File: src/rtl/median_window_scheduler.sv
// median_window_scheduler: walks frame centers in raster order, issues the 3x3 neighbor addresses, then hands the window to the sorter.
// Define MEDIAN_BORDER_CLAMP_EN to cover the full frame with border-replicated neighbors.
module median_window_scheduler #(
  parameter int IMG_W   = 64,
  parameter int IMG_H   = 64,
  parameter int COORD_W = 8
) (
  input  logic                      clk,
  input  logic                      reset,
  input  logic                      start,
  input  logic                      abort,
  input  logic                      addrReady,
  input  logic                      sortDone,
  output logic signed [COORD_W-1:0] xWindowAddress,
  output logic signed [COORD_W-1:0] yWindowAddress,
  output logic                      addrValid,
  output logic        [COORD_W-1:0] xWindowCenter,
  output logic        [COORD_W-1:0] yWindowCenter,
  output logic                      windowOut,
  output logic                      imageDone,
  output logic                      busy,
  output logic        [1:0]         currentState
);
  typedef enum logic [1:0] {IDLE, FETCH, SORT_WAIT, DONE} state_t;
`ifdef MEDIAN_BORDER_CLAMP_EN
  localparam int X0 = 0, Y0 = 0, XL = IMG_W - 1, YL = IMG_H - 1;
  localparam logic [COORD_W:0] WP = (COORD_W+1)'(IMG_W);
  localparam logic [COORD_W:0] HP = (COORD_W+1)'(IMG_H);
`else
  localparam int X0 = 1, Y0 = 1, XL = IMG_W - 2, YL = IMG_H - 2;
`endif
  localparam logic [COORD_W-1:0] CX0 = COORD_W'(X0);
  localparam logic [COORD_W-1:0] CY0 = COORD_W'(Y0);
  localparam logic [COORD_W-1:0] CXL = COORD_W'(XL);
  localparam logic [COORD_W-1:0] CYL = COORD_W'(YL);
  localparam logic [COORD_W:0]   ONE = (COORD_W+1)'(1);
  state_t             state_q, state_d;
  logic [3:0]         k_q, k_d;
  logic [COORD_W-1:0] cx_q, cx_d, cy_q, cy_d, xa_q, xa_d, ya_q, ya_d, nx, ny;
  logic               av_q, av_d, wo_q, wo_d, id_q, id_d;
  logic [1:0]         kx, ky;
  logic [COORD_W:0]   sx, sy;
  always_comb begin
    state_d = state_q;
    k_d     = k_q;
    cx_d    = cx_q;
    cy_d    = cy_q;
    if (abort) begin
      state_d = IDLE;
      k_d     = '0;
      cx_d    = '0;
      cy_d    = '0;
    end else if (state_q == IDLE && start) begin
      state_d = FETCH;
      k_d     = '0;
      cx_d    = CX0;
      cy_d    = CY0;
    end else if (state_q == FETCH && av_q && addrReady) begin
      state_d = (k_q == 4'd8) ? SORT_WAIT : FETCH;
      k_d     = (k_q == 4'd8) ? k_q : k_q + 4'd1;
    end else if (state_q == SORT_WAIT && sortDone) begin
      if (cx_q == CXL && cy_q == CYL) state_d = DONE;
      else begin
        state_d = FETCH;
        k_d     = '0;
        cx_d    = (cx_q == CXL) ? CX0 : cx_q + COORD_W'(1);
        cy_d    = (cx_q == CXL) ? cy_q + COORD_W'(1) : cy_q;
      end
    end else if (state_q == DONE) begin
      state_d = IDLE;
      cx_d    = '0;
      cy_d    = '0;
    end
    // Neighbor offset is (k mod 3, k div 3) minus one, folded into the -1 below
    kx = (k_d >= 4'd6) ? 2'(k_d - 4'd6) : (k_d >= 4'd3) ? 2'(k_d - 4'd3) : 2'(k_d);
    ky = (k_d >= 4'd6) ? 2'd2 : (k_d >= 4'd3) ? 2'd1 : 2'd0;
    sx = {1'b0, cx_d} + {{(COORD_W-1){1'b0}}, kx};
    sy = {1'b0, cy_d} + {{(COORD_W-1){1'b0}}, ky};
`ifdef MEDIAN_BORDER_CLAMP_EN
    nx = (sx == '0) ? '0 : (sx > WP) ? CXL : COORD_W'(sx - ONE);
    ny = (sy == '0) ? '0 : (sy > HP) ? CYL : COORD_W'(sy - ONE);
`else
    nx = COORD_W'(sx - ONE);
    ny = COORD_W'(sy - ONE);
`endif
    av_d = state_d == FETCH;
    xa_d = av_d ? nx : '0;
    ya_d = av_d ? ny : '0;
    wo_d = state_q == FETCH && state_d == SORT_WAIT;
    id_d = state_d == DONE;
  end
  always_ff @(posedge clk or negedge reset) begin
    if (!reset) begin
      state_q <= IDLE;
      k_q     <= '0;
      cx_q    <= '0;
      cy_q    <= '0;
      xa_q    <= '0;
      ya_q    <= '0;
      av_q    <= 1'b0;
      wo_q    <= 1'b0;
      id_q    <= 1'b0;
    end else begin
      state_q <= state_d;
      k_q     <= k_d;
      cx_q    <= cx_d;
      cy_q    <= cy_d;
      xa_q    <= xa_d;
      ya_q    <= ya_d;
      av_q    <= av_d;
      wo_q    <= wo_d;
      id_q    <= id_d;
    end
  end
  assign xWindowAddress = $signed(xa_q);
  assign yWindowAddress = $signed(ya_q);
  assign addrValid      = av_q;
  assign xWindowCenter  = cx_q;
  assign yWindowCenter  = cy_q;
  assign windowOut      = wo_q;
  assign imageDone      = id_q;
  assign busy           = state_q != IDLE;
  assign currentState   = state_q;
endmodule
File: config.mk
export PLATFORM = sky130hd
export DESIGN_NAME = median_window_scheduler
export DESIGN_NICKNAME = d
export VERILOG_FILES = /design/src/rtl/median_window_scheduler.sv
export SDC_FILE = /design/constraint.sdc
export NUM_CORES = 1
export LEC_CHECK = 0
export ABC_AREA = 1
export BUFFER_PORTS_ARGS = -buffer_cell sky130_fd_sc_hd__buf_4
export CAP_MARGIN = 30
export CORE_UTILIZATION = 40
export DETAILED_ROUTE_END_ITERATION = 10
export PLACE_DENSITY = 0.69
export SLEW_MARGIN = 20
export SYNTH_ARGS = -nofsm -noshare
export SYNTH_HDL_FRONTEND = slang
export SYNTH_SLANG_ARGS = --single-unit
File: constraint.sdc
create_clock -name clk -period 3.4 [get_ports clk]
set_clock_uncertainty 0.2 [all_clocks]
set_input_delay 0.68 -clock clk [delete_from_list [all_inputs] [get_ports clk]]
set_output_delay 0.68 -clock clk [all_outputs]
set_load 0.05 [all_outputs]
Word level (Yosys, flattened, before mapping)
Cells that the tools add are included.
W data, S select, Z words.

storage, ports and cells
  register bits after elaboration = 41
  bits in latches = 0
  bits in writable memories = 0
  bits in read-only memories = 0
  input bits = 6
  output and inout port bits = 38
  memories = 0

operators by class
  add/subtract/negate cells = 9
  multiply operators = 0
  div/mod/pow operators = 0
  magnitude comparators = 2
  eq/ne operators = 9
  shifts and indexed selects = 0
  muxes and demuxes = 33
  bitwise gates (word level) = 0
  reductions and logical operators = 8

operators with widths
  kind                   number
  $mux W8                16
  $mux W4                6
  $mux W2                10
  $add A8 B1 Y8 const B  2
  $add A8 B2 Y8          2
  $eq A8 B6 Y1 const B   2
  $sub A8 B1 Y8 const B  2
  $eq A2 B2 Y1 const B   4
  $logic_and A1 B1 Y1    6
  $add A4 B1 Y4 const B  1
  $eq A2 B1 Y1 const B   2
  $eq A4 B4 Y1 const B   1
  $ge A4 B2 Y1 const B   1
  $ge A4 B3 Y1 const B   1
  $sub A2 B2 Y2 const B  2
  $logic_not A2 Y1       1
  $reduce_bool A2 Y1     1
  $mux W1                1

Logic depth before layout (Yosys ltp)
Gate-level depths: netlist (run 1).

  depth after elaboration = 13
  gate-level depth with buffers = 28
  mapped depth without buffers = 28

Least setup slack after synthesis (run 1)
OpenSTA, ideal clock, no wires.

  path type = register to register
  start point = reg cx_q[1] (netlist: xWindowCenter[1])
  end point = reg xa_q[7] (netlist: xWindowAddress[7])
  library setup time = 0.119 ns
  arrival = 3.686 ns
  path slack = -0.605 ns
  cell stages (with the launch flop) = 26
  clock period less this slack = 4.005 ns
  cell sequence = dfrtp_1 -> ha_1 -> nand3_2 -> nor2_4 -> nand2_2 -> nand2_4 -> nand3_2 -> ha_1 -> inv_1 -> nand2_1 -> a21oi_2 -> inv_1 -> nand2_1 -> nand2_1 -> ha_1 -> inv_1 -> ha_1 -> inv_1 -> fa_1 -> o21ai_0 -> a21oi_1 -> inv_1 -> a21o_1 -> a21oi_1 -> a21oi_1 -> nor2_1

on the way
  word-level cells in the longest chain between the ends = 13
  elaborated cells between the ends (all ways) = 30

RTL lines
  what                                                  line    source
  from (decl)                                           39      logic [COORD_W-1:0] cx_q, cx_d, cy_q, cy_d, xa_q, xa_d, ya_q, ya_d, nx, ny;
  from (signal assigned)                                96      cx_q <= '0;
  from (signal assigned)                                106     cx_q <= cx_d;
  $eq A8 B6 Y1                                          62, 66
  $logic_and A1 B1 Y1                                   62      if (cx_q == CXL && cy_q == CYL) state_d = DONE;
  $mux W4                                               62
  $mux W4                                               61      end else if (state_q == SORT_WAIT && sortDone) begin
  $mux W4                                               58      end else if (state_q == FETCH && av_q && addrReady) begin
  $mux W4                                               53      end else if (state_q == IDLE && start) begin
  $mux W4                                               48      if (abort) begin
  $ge A4 B2 Y1 / $sub A2 B2 Y2 (equally long branches)  75      kx = (k_d >= 4'd6) ? 2'(k_d - 4'd6) : (k_d >= 4'd3) ? 2'(k_d - 4'd3) : 2'(k_d);
  $mux W2 (2 in series)                                 75
  $add A8 B2 Y8                                         77      sx = {1'b0, cx_d} + {{(COORD_W-1){1'b0}}, kx};
  $sub A8 B1 Y8                                         83      nx = COORD_W'(sx - ONE);
  $mux W8 (*)                                           87      xa_d = av_d ? nx : '0;
  named net xa_d[7]                                     39
  to (signal assigned)                                  98      xa_q <= '0;
  to (signal assigned)                                  108     xa_q <= xa_d;
  to (decl)                                             39

The timed path passes the listed nets; every way through them passes the cells marked *.

Worst setup path in the final report (run 1)
  start point = reg cx_q[0] (netlist: xWindowCenter[0])
  end point = reg xa_q[7] (netlist: xWindowAddress[7])

Same word-level chain as after synthesis.

==> impl_metrics.ini, run 1 <==
[setup_path]
arrival_ps = 3670
startpoint_type = flop
cp_max_fo = 4
path_class = reg -> reg
crit_required_ps = 3430
cp_common_cell = inv_2
max_stage_delay_ps = 420
critPathSlowestCell = dfrtp_2
end_kind = flop

[routing]
drc = 0
wirelength_um = 7940
vias_per_cell = 5.128
drt_iter0_markers = 168
ant_nets = 0
wire_per_inst_um = 14.28
vias = 2851
firstDrtPassIters = 5

[sta]
tightestPinTransition_ps = 531.1
setup_tns_ps = -536.2
fin_crit_sh = 1.071
relSlewSlack = 0.6459
setup_viol = 3
rsz0062_at_grt = true
setup_slack_ps = -240.9
hold_viol = 0
min_period_ps = 3641
drv_slew = 0
fmax_mhz = 274.7

[logic_synthesis]
synth_top_area_frac = 0.3722
ys_ff_latch = 41
synth-xor-area-share = 0.01271
synth_nets = 379
muxShareOfSynthArea = 0
synth_compound_gate_area_share = 0.1380
synth_edf_count = 0
synth_ff_type = dfrtp_1
async_reset_ff_frac = 1.000
yosysMostFrequentCell = nand2_1
synth_warnings = 0
netlist_top_cells_area = dfrtp_1 (37%), ha_1 (10%), nand2_1 (7.9%), inv_1 (7.8%), nand3_1 (4.7%)
synthCells = 348
synth_top_cell_by_area = dfrtp_1
synth_top_family_by_area = simple AND/OR/NAND/NOR gates
synth-adder-area-share = 0.1189
synth_common_cells = nand2_1 (58), inv_1 (57), dfrtp_1 (41), nor2_1 (32), nand3_1 (26)
netlist_area_um2 = 2756
avgSynthCellArea_um2 = 7.921
ys_seq_area_frac = 0.3722
yosys.area_share.simple = 0.2665
synthDistinctLibCells = 34

[layout]
syn2layout_area_growth_pct = 53.06
layout-drive-gt1-share = 0.4676
antenna_cells = 0
num-fill-cells = 506
num-nets-final = 509
final_cells = 556

[global_route]
grt_overflow = 0
grt_max_degree = 42
grt_pass1_vias = 2812
busiest_layer = met2
grt_antenna_before_repair = 0
track_usage = 0.2235
grtUsageMet1 = 0.2927
grt_pass1_wl_um = 12660
met3_usage = 0.03502
gr-usage-met2 = 0.3746

[clocking]
cts_made_buffers = 5
cts_buffer_depth = 2
clk_latency_ps = 300
clk_pin_slew_ps = 80
cts_htree_levels = 2
cts_sinks = 41
cts_tree = yes
cts_root_buffer = clkbuf_8

[outcome]
status = finished with violations
violations = setup timing

[pwr]
pwr-share-clk = 0.317
max-vdd-ir-drop_mv = 0.1785
combPwrFrac = 0.288
switchingPower_uw = 425.2
power_frac_seq = 0.395
swShare = 0.3209
p_per_area_nw_per_um2 = 314.0
internal_power_uw = 899.6
p_leak_nw = 2.123

[floorplan]
rows = 29
io_pins = 44
die_w_um = 85.01
core_area_um2 = 6495
die_h_um = 85.01
initial_core_util = 0.4244
dieArea_um2 = 7227

[hold_path]
worstHoldPathType = in -> async

[place]
port_buffers = 43
placed_cells = 531
globalplace.congestion = 0.8890
dp_hpwl_um = 5542

[job]
max_cap_viol_count = 0
[cell type report]
cell class / count / area, um2 / share of cell area
multi-input combinational: 240 / 1755 / 0.4161
clock inverter: 2 / 37.54 / 0.008897
timing repair buffer: 124 / 953.4 / 0.2260
inverter: 66 / 250.2 / 0.05931
sequential: 41 / 1044 / 0.2473
clock buffer: 6 / 82.58 / 0.01957
tap: 77 / 96.34 / 0.02284
[metrics by stage]
| stage | instance area, um2 | utilization | hold slack, ps | power (mW) | setup WS, ps |
|---|---|---|---|---|---|
| floorplan | 2828 | - | 184.4 | 0.7276 | -246.6 |
| global placement | 3722 | 0.5731 | 410.9 | 0.8446 | -253.1 |
| detailed placement | 3722 | 0.5731 | 422.2 | 0.8483 | -343.9 |
| CTS | 3983 | 0.6132 | 177.3 | 1.287 | -127.3 |
| global route | 4219 | 0.6496 | 201.1 | 1.373 | -394.2 |
| finish | 4219 | 0.6496 | 157.3 | 1.325 | -240.9 |
[what timing repair did]
item,4_1_cts,5_1_grt
setup endpoints to repair,7,8
setup buffers,10,10
pin swaps,9,27
hold buffers,0,0
resized for setup,17,40
endpoints found under the hold margin,0,0
[sequential cells by signal, summed over array words and instances (netlist names)]
name            cells
yWindowCenter       8
imageDone           1
k_q                 4
addrValid           1
xWindowCenter       8
yWindowAddress      8
currentState        2
xWindowAddress      8
windowOut           1
[cell families (layout without fill, tap and decap cells)]
family,after synthesis,in the layout
flops,41,41
simple gates,148,148
xor+xnor,4,4
fa+ha+maj,25,25
compound gates,63,63
buf+inv,67,198
[power groups by stage]
| stage | Combinational [mW] | Sequential [mW] | Clock, mW |
|---|---|---|---|
| global placement | 0.312 | 0.533 | 0 |
| global route | 0.408 | 0.526 | 0.440 |
| CTS | 0.339 | 0.523 | 0.425 |
| floorplan | 0.105 | 0.622 | 0 |
| detailed placement | 0.316 | 0.532 | 0 |
| finish | 0.382 | 0.523 | 0.420 |
[layout by cell type (no fill, tap or decap), types with 9 or more instances in the layout]
| cell | count |
|---|---|
| dfrtp_1 | 27 |
| nand2_1 | 55 |
| nor2_1 | 30 |
| nand3_1 | 21 |
| buf_4 | 118 |
| inv_1 | 47 |
| o21ai_1 | 9 |
| inv_2 | 18 |
| o21ai_0 | 10 |
| dfrtp_2 | 14 |
| nand2_2 | 9 |
| ha_4 | 9 |
| a21oi_1 | 17 |
| ha_1 | 13 |
[final timing paths]
kind                                endpoint  cells past startpoint             start  slack (ps)
max                        xWindowAddress[7]                     26  xWindowCenter[0]        -240
min reg2reg                        windowOut                      3   currentState[1]         430
min                        yWindowAddress[5]                      1             reset         160
min in group clk                   windowOut                      3   currentState[1]         430
max reg2reg                xWindowAddress[7]                     26  xWindowCenter[0]        -240
max in group asynchronous    currentState[1]                      1             reset        2450
[routing by layer]
layer / vias up / wire [um]
met5: - / 0
met4: 0 / 203
met3: 24 / 344
met2: 96 / 3868
met1: 1343 / 3525
li1: 1388 / -
[critical path, delay by kind of cell (launching register included)]
| family | cells | cell delay, ps |
|---|---|---|
| flip-flops | 1 | 420 |
| buffers and inverters | 5 | 310 |
| XOR/XNOR | 1 | 150 |
| adder cells (fa/ha/maj) | 5 | 990 |
| AO/OA/AOI/OAI | 5 | 610 |
| AND/OR/NAND/NOR | 10 | 880 |
(Power assumes the default switching activity.)
==> inputs of run 2 (changes only) <==
- TNS_END_PERCENT: not set -> 10
==> run 2 against run 1 <==
Against the previous run: critical path type unchanged; final area is 4.1% lower; largest cell class unchanged; power is 4.8% lower; the flow still finishes with violations (setup timing); combinational power is 11% lower.
==> impl_metrics.ini, run 2 (same netlist as run 1, synthesis figures left out) <==
[outcome]
status = finished with violations
violations = setup timing

[hold_path]
worstHoldPathType = in -> async

[floorplan]
rows = 29
die_h_um = 85.01
io_pins = 44
initial_core_util = 0.4244
die_w_um = 85.01
core_area_um2 = 6495
dieArea_um2 = 7227

[job]
max_cap_viol_count = 0

[routing]
ant_nets = 0
firstDrtPassIters = 4
drt_iter0_markers = 184
drc = 0
vias = 2746
wirelength_um = 7612
vias_per_cell = 4.993
wire_per_inst_um = 13.84

[sta]
fin_crit_sh = 1.022
setup_tns_ps = -123.5
rsz0062_at_grt = true
hold_viol = 0
setup_slack_ps = -73.10
drv_slew = 0
relSlewSlack = 0.6469
min_period_ps = 3473
setup_viol = 2
fmax_mhz = 287.9
tightestPinTransition_ps = 529.6

[layout]
layout-drive-gt1-share = 0.4376
final_common_cell = buf_4
antenna_cells = 0
num-nets-final = 503
syn2layout_area_growth_pct = 46.75
final_cell_mix = buf_4 (118), nand2_1 (54), inv_1 (50), nor2_1 (30), dfrtp_1 (27)
stdcell_area_um2 = 4045

[setup_path]
end_kind = flop
critPathSlowestCell = dfrtp_2
cp_common_cell = inv_2
crit_required_ps = 3380
arrival_ps = 3460
r2r_slack_ps = -70
path_class = reg -> reg
startpoint_type = flop
max_stage_delay_ps = 420
cp_max_fo = 3

[pwr]
p_leak_nw = 2.077
finalPower_mw = 1.261
swShare = 0.3222
internal_power_uw = 854.7
power_frac_seq = 0.415
combPwrFrac = 0.269
max-vdd-ir-drop_mv = 0.2187
p_per_area_nw_per_um2 = 311.7
switchingPower_uw = 406.3
pwr-share-clk = 0.316

[global_route]
grt_max_degree = 42
grt_pass1_wl_um = 12880
grt_overflow = 0
grt_pass1_vias = 2788
grt_antenna_before_repair = 0
track_usage = 0.2261

[clocking]
cts_root_buffer = clkbuf_8
cts_buffer_depth = 2
cts_tree = yes
cts_made_buffers = 5
cts_sinks = 41
cts_htree_levels = 2
clk_latency_ps = 290
clk_pin_slew_ps = 90

[place]
port_buffers = 43
dp_hpwl_um = 5748
pre_cts_ws_ps = -358.2
globalplace.congestion = 0.9253
placed_area_um2 = 3702
## run 2: changes by cell type in the layout (fill, tap and decap cells not counted), moves of 2 or more
cell / change
ha_1: +4
inv_1: +3
buf_6: -6
inv_2: -2
ha_4: -4
nand3_1: +3
nand3_2: -3
## run 2: metal layers
metal / wire (um) / share of wire / vias to the layer above / track usage
met3: 298 / 0.039 / 10 / 0.03405
li1: - / - / 1376 / -
met4: 129 / 0.017 / 0 / 0.09245
met2: 3827 / 0.50 / 75 / 0.3790
met1: 3356 / 0.44 / 1285 / 0.2927
met5: 0 / 0 / - / 0
## run 2: power groups by stage
stage	clock, mW	combinational (mW)	sequential [mW]
after global placement	0	0.309	0.533
after detailed placement	0	0.314	0.532
after global routing	0.430	0.366	0.526
after CTS	0.403	0.328	0.524
after floorplan	0	0.103	0.622
final	0.399	0.339	0.524
## run 2: metrics by stage
stage / hold WS [ps] / cells / util
2_1_floorplan: 184.4 / 348 / -
3_3_place_gp: 409.3 / 531 / 0.5700
3_5_place_dp: 419.4 / 531 / 0.5700
4_1_cts: 181.0 / 547 / 0.6060
5_1_grt: 189.1 / 550 / 0.6228
6_report: 155.1 / 550 / 0.6228
## run 2: final timing paths
kind,from,end,depth (start not counted)
worst max-delay path,yWindowCenter[0],xWindowAddress[7],28
worst min-delay path,reset,yWindowAddress[3],1
worst max register to register,yWindowCenter[0],xWindowAddress[7],28
worst min register to register,currentState[1],windowOut,3
max in group asynchronous,reset,xWindowCenter[2],1
min in group clk,currentState[1],windowOut,3
## run 2: area by class of cell
| class | instances | area (um2) |
|---|---|---|
| multi-input combinational | 240 | 1664 |
| timing repair buffer | 118 | 885.9 |
| clock inverter | 2 | 35.03 |
| tap | 77 | 96.34 |
| clock buffer | 6 | 72.57 |
| fill | 554 | 2450 |
| inverter | 66 | 247.7 |
| sequential | 41 | 1044 |
## run 2: critical path: cells and delay by family (launching register included)
family,cells,cell delay [ps]
AOI/OAI and AO/OA,4,470
adders and majority gates,4,760
and+or+nand+nor,13,980
buffers and inverters,7,560
DFF,1,420
## run 2: repair_timing
item	4_1_cts	5_1_grt
buffers inserted	8	3
resized for setup	18	23
setup endpoints to repair	6	8
hold buffers	0	0
gates cloned	0	0
pin swaps	21	19
==> inputs of run 3 (changes only) <==
- CORE_UTILIZATION: 40 -> 25
- PLACE_DENSITY: 0.69 -> 0.5
==> run 3 against run 2 <==
Against the previous run: the run still ends with setup timing left; clock power decreased by 7.3%; clock-buffer cell count increased by 1; global-route usage decreased by 8.3 points; sequential share of layout area decreased by 0.28 points; routed wire length increased by 2.0%; die area increased by 58%; power decreased by 2.7%; final cell count increased by 11%; setup slack got worse by 19 ps; combinational power decreased by 2%; critical path type unchanged.
==> impl_metrics.ini, run 3 (same netlist as run 1, synthesis figures left out) <==
[routing]
drt_iter0_markers = 81
vias_per_cell = 4.273
ant_nets = 0
vias = 2611
firstDrtPassIters = 4
wire_per_inst_um = 12.71
drc = 0
wirelength_um = 7766

[floorplan]
die_h_um = 107
rows = 37
core_area_um2 = 10510
die_w_um = 107
dieArea_um2 = 11450
initial_core_util = 0.2623
io_pins = 44

[outcome]
status = finished with violations
violations = setup timing

[clocking]
clk_pin_slew_ps = 90
cts_buffer_depth = 2
cts_root_buffer = clkbuf_8
cts_tree = yes
cts_made_buffers = 5
cts_sinks = 41
cts_hold_buf = 0
clk_latency_ps = 300
cts_htree_levels = 2

[sta]
fin_crit_sh = 1.027
tightestPinTransition_ps = 538.0
setup_slack_ps = -92.38
rsz0062_at_grt = true
fmax_mhz = 286.3
relSlewSlack = 0.6413
setup_viol = 3
hold_viol = 0
drv_slew = 0
min_period_ps = 3492

[pwr]
p_leak_nw = 2.067
swShare = 0.3334
max-vdd-ir-drop_mv = 0.1608
power_frac_seq = 0.427
internal_power_uw = 818.1
combPwrFrac = 0.271
p_per_area_nw_per_um2 = 300.2
switchingPower_uw = 409.3
pwr-share-clk = 0.301

[setup_path]
critPathTopFamily = simple AND/OR/NAND/NOR gates
cp-startpoint = xWindowCenter[0]
startpoint_type = flop
critPathSlowestCell = dfrtp_2
cp_num_cells = 26
arrival_ps = 3490
max_stage_delay_ps = 420
crit_required_ps = 3400
r2r_cells = 26
r2r_start = xWindowCenter[0]
r2r_slack_ps = -90
end_kind = flop
rr_endpoint = xWindowAddress[7]
crit_buf_inv = 5
cp-endpoint = xWindowAddress[7]
path_class = reg -> reg
cp_max_fo = 3

[layout]
final_cells = 611
num-nets-final = 505
final_cell_mix = buf_4 (119), nand2_1 (54), inv_1 (52), nor2_1 (29), dfrtp_1 (27)
stdcell_area_um2 = 4089
num-fill-cells = 1081
layout-drive-gt1-share = 0.4295
syn2layout_area_growth_pct = 48.34
final_common_cell = buf_4
antenna_cells = 0

[global_route]
grt_antenna_before_repair = 0
grt_max_degree = 42
grt_pass1_wl_um = 12580
track_usage = 0.1434
grt_pass1_vias = 2608
grt_overflow = 0

[place]
placed_area_um2 = 3806
dp_hpwl_um = 5962
port_buffers = 43
placed_cells = 594
globalplace.congestion = 0.8568

[job]
max_cap_viol_count = 0

[hold_path]
worstHoldPathType = in -> async
run 3: worst register-to-register path, cell delays in order (launching register included):
cell     delay (ps)
dfrtp_2         420
inv_2            80
ha_4            150
nand3_4          70
nor2_4          120
nand2_2          90
nand2_4         120
nand2_4          60
buf_4           150
nor2_4          160
nor2_2           60
nand2_2          80
nand2_1          50
nand3_1          60
nand2_1          50
ha_1            270
inv_1            60
ha_2            180
inv_2            40
fa_2            340
o21ai_2         110
a21oi_1          70
inv_1            70
a21o_1          120
a21oi_2          60
a21oi_1         110
nor2_1           60
run 3: final cells by class:
cell class	count	area [um2]	share of cell area
clock buffer	7	96.34	0.02356
timing repair buffer	120	904.6	0.2212
inverter	66	250.2	0.06120
tap	136	170.2	0.04162
clock inverter	1	5.005	0.001224
sequential	41	1044	0.2552
multi-input combinational	240	1619	0.3960
run 3: per-layer routing:
layer	share of wire	track usage
met5	0	0
met4	0.016	0.04795
met3	0.025	0.02553
met2	0.48	0.2378
met1	0.48	0.1874
run 3: power by group through the flow:
stage                     registers, mW  logic, mW  clock network, mW
after detailed placement          0.532      0.320                  0
after global placement            0.534      0.319                  0
final                             0.525      0.333              0.370
after CTS                         0.524      0.332              0.386
after floorplan                   0.622      0.103                  0
after global routing              0.528      0.361              0.404
run 3: worst min-delay path by stage:
stage / startpoint / end / slack, ps / cells past startpoint
4_1_cts: reset / yWindowCenter[5] / 170 / 1
3_3_place_gp: currentState[1] / windowOut / 480 / 4
3_5_place_dp: currentState[1] / windowOut / 490 / 4
2_1_floorplan: reset / addrValid / 180 / 0
5_1_grt: reset / yWindowAddress[5] / 190 / 1
6_report: reset / yWindowAddress[7] / 150 / 1
run 3: per-stage QoR:
stage	TNS [ps]	utilization	worst slack, ps	power (mW)	hold WS (ps)
final	-180.4	0.3891	-92.38	1.227	151.9
after global routing	-1103	0.3891	-298.5	1.292	191.7
after CTS	-333.0	0.3823	-181.1	1.242	174.9
after detailed placement	-1174	0.3622	-338.0	0.8525	489.1
after global placement	-857.9	0.3622	-266.0	0.8529	479.1
after floorplan	-321.4	-	-263.3	0.7257	184.4
run 3: what timing repair did:
action | CTS | global route
resized for setup | 19 | 14
endpoints found under the setup margin | 7 | 8
hold endpoints to repair | 0 | 0
setup buffers | 6 | 3
pin swaps | 19 | 17
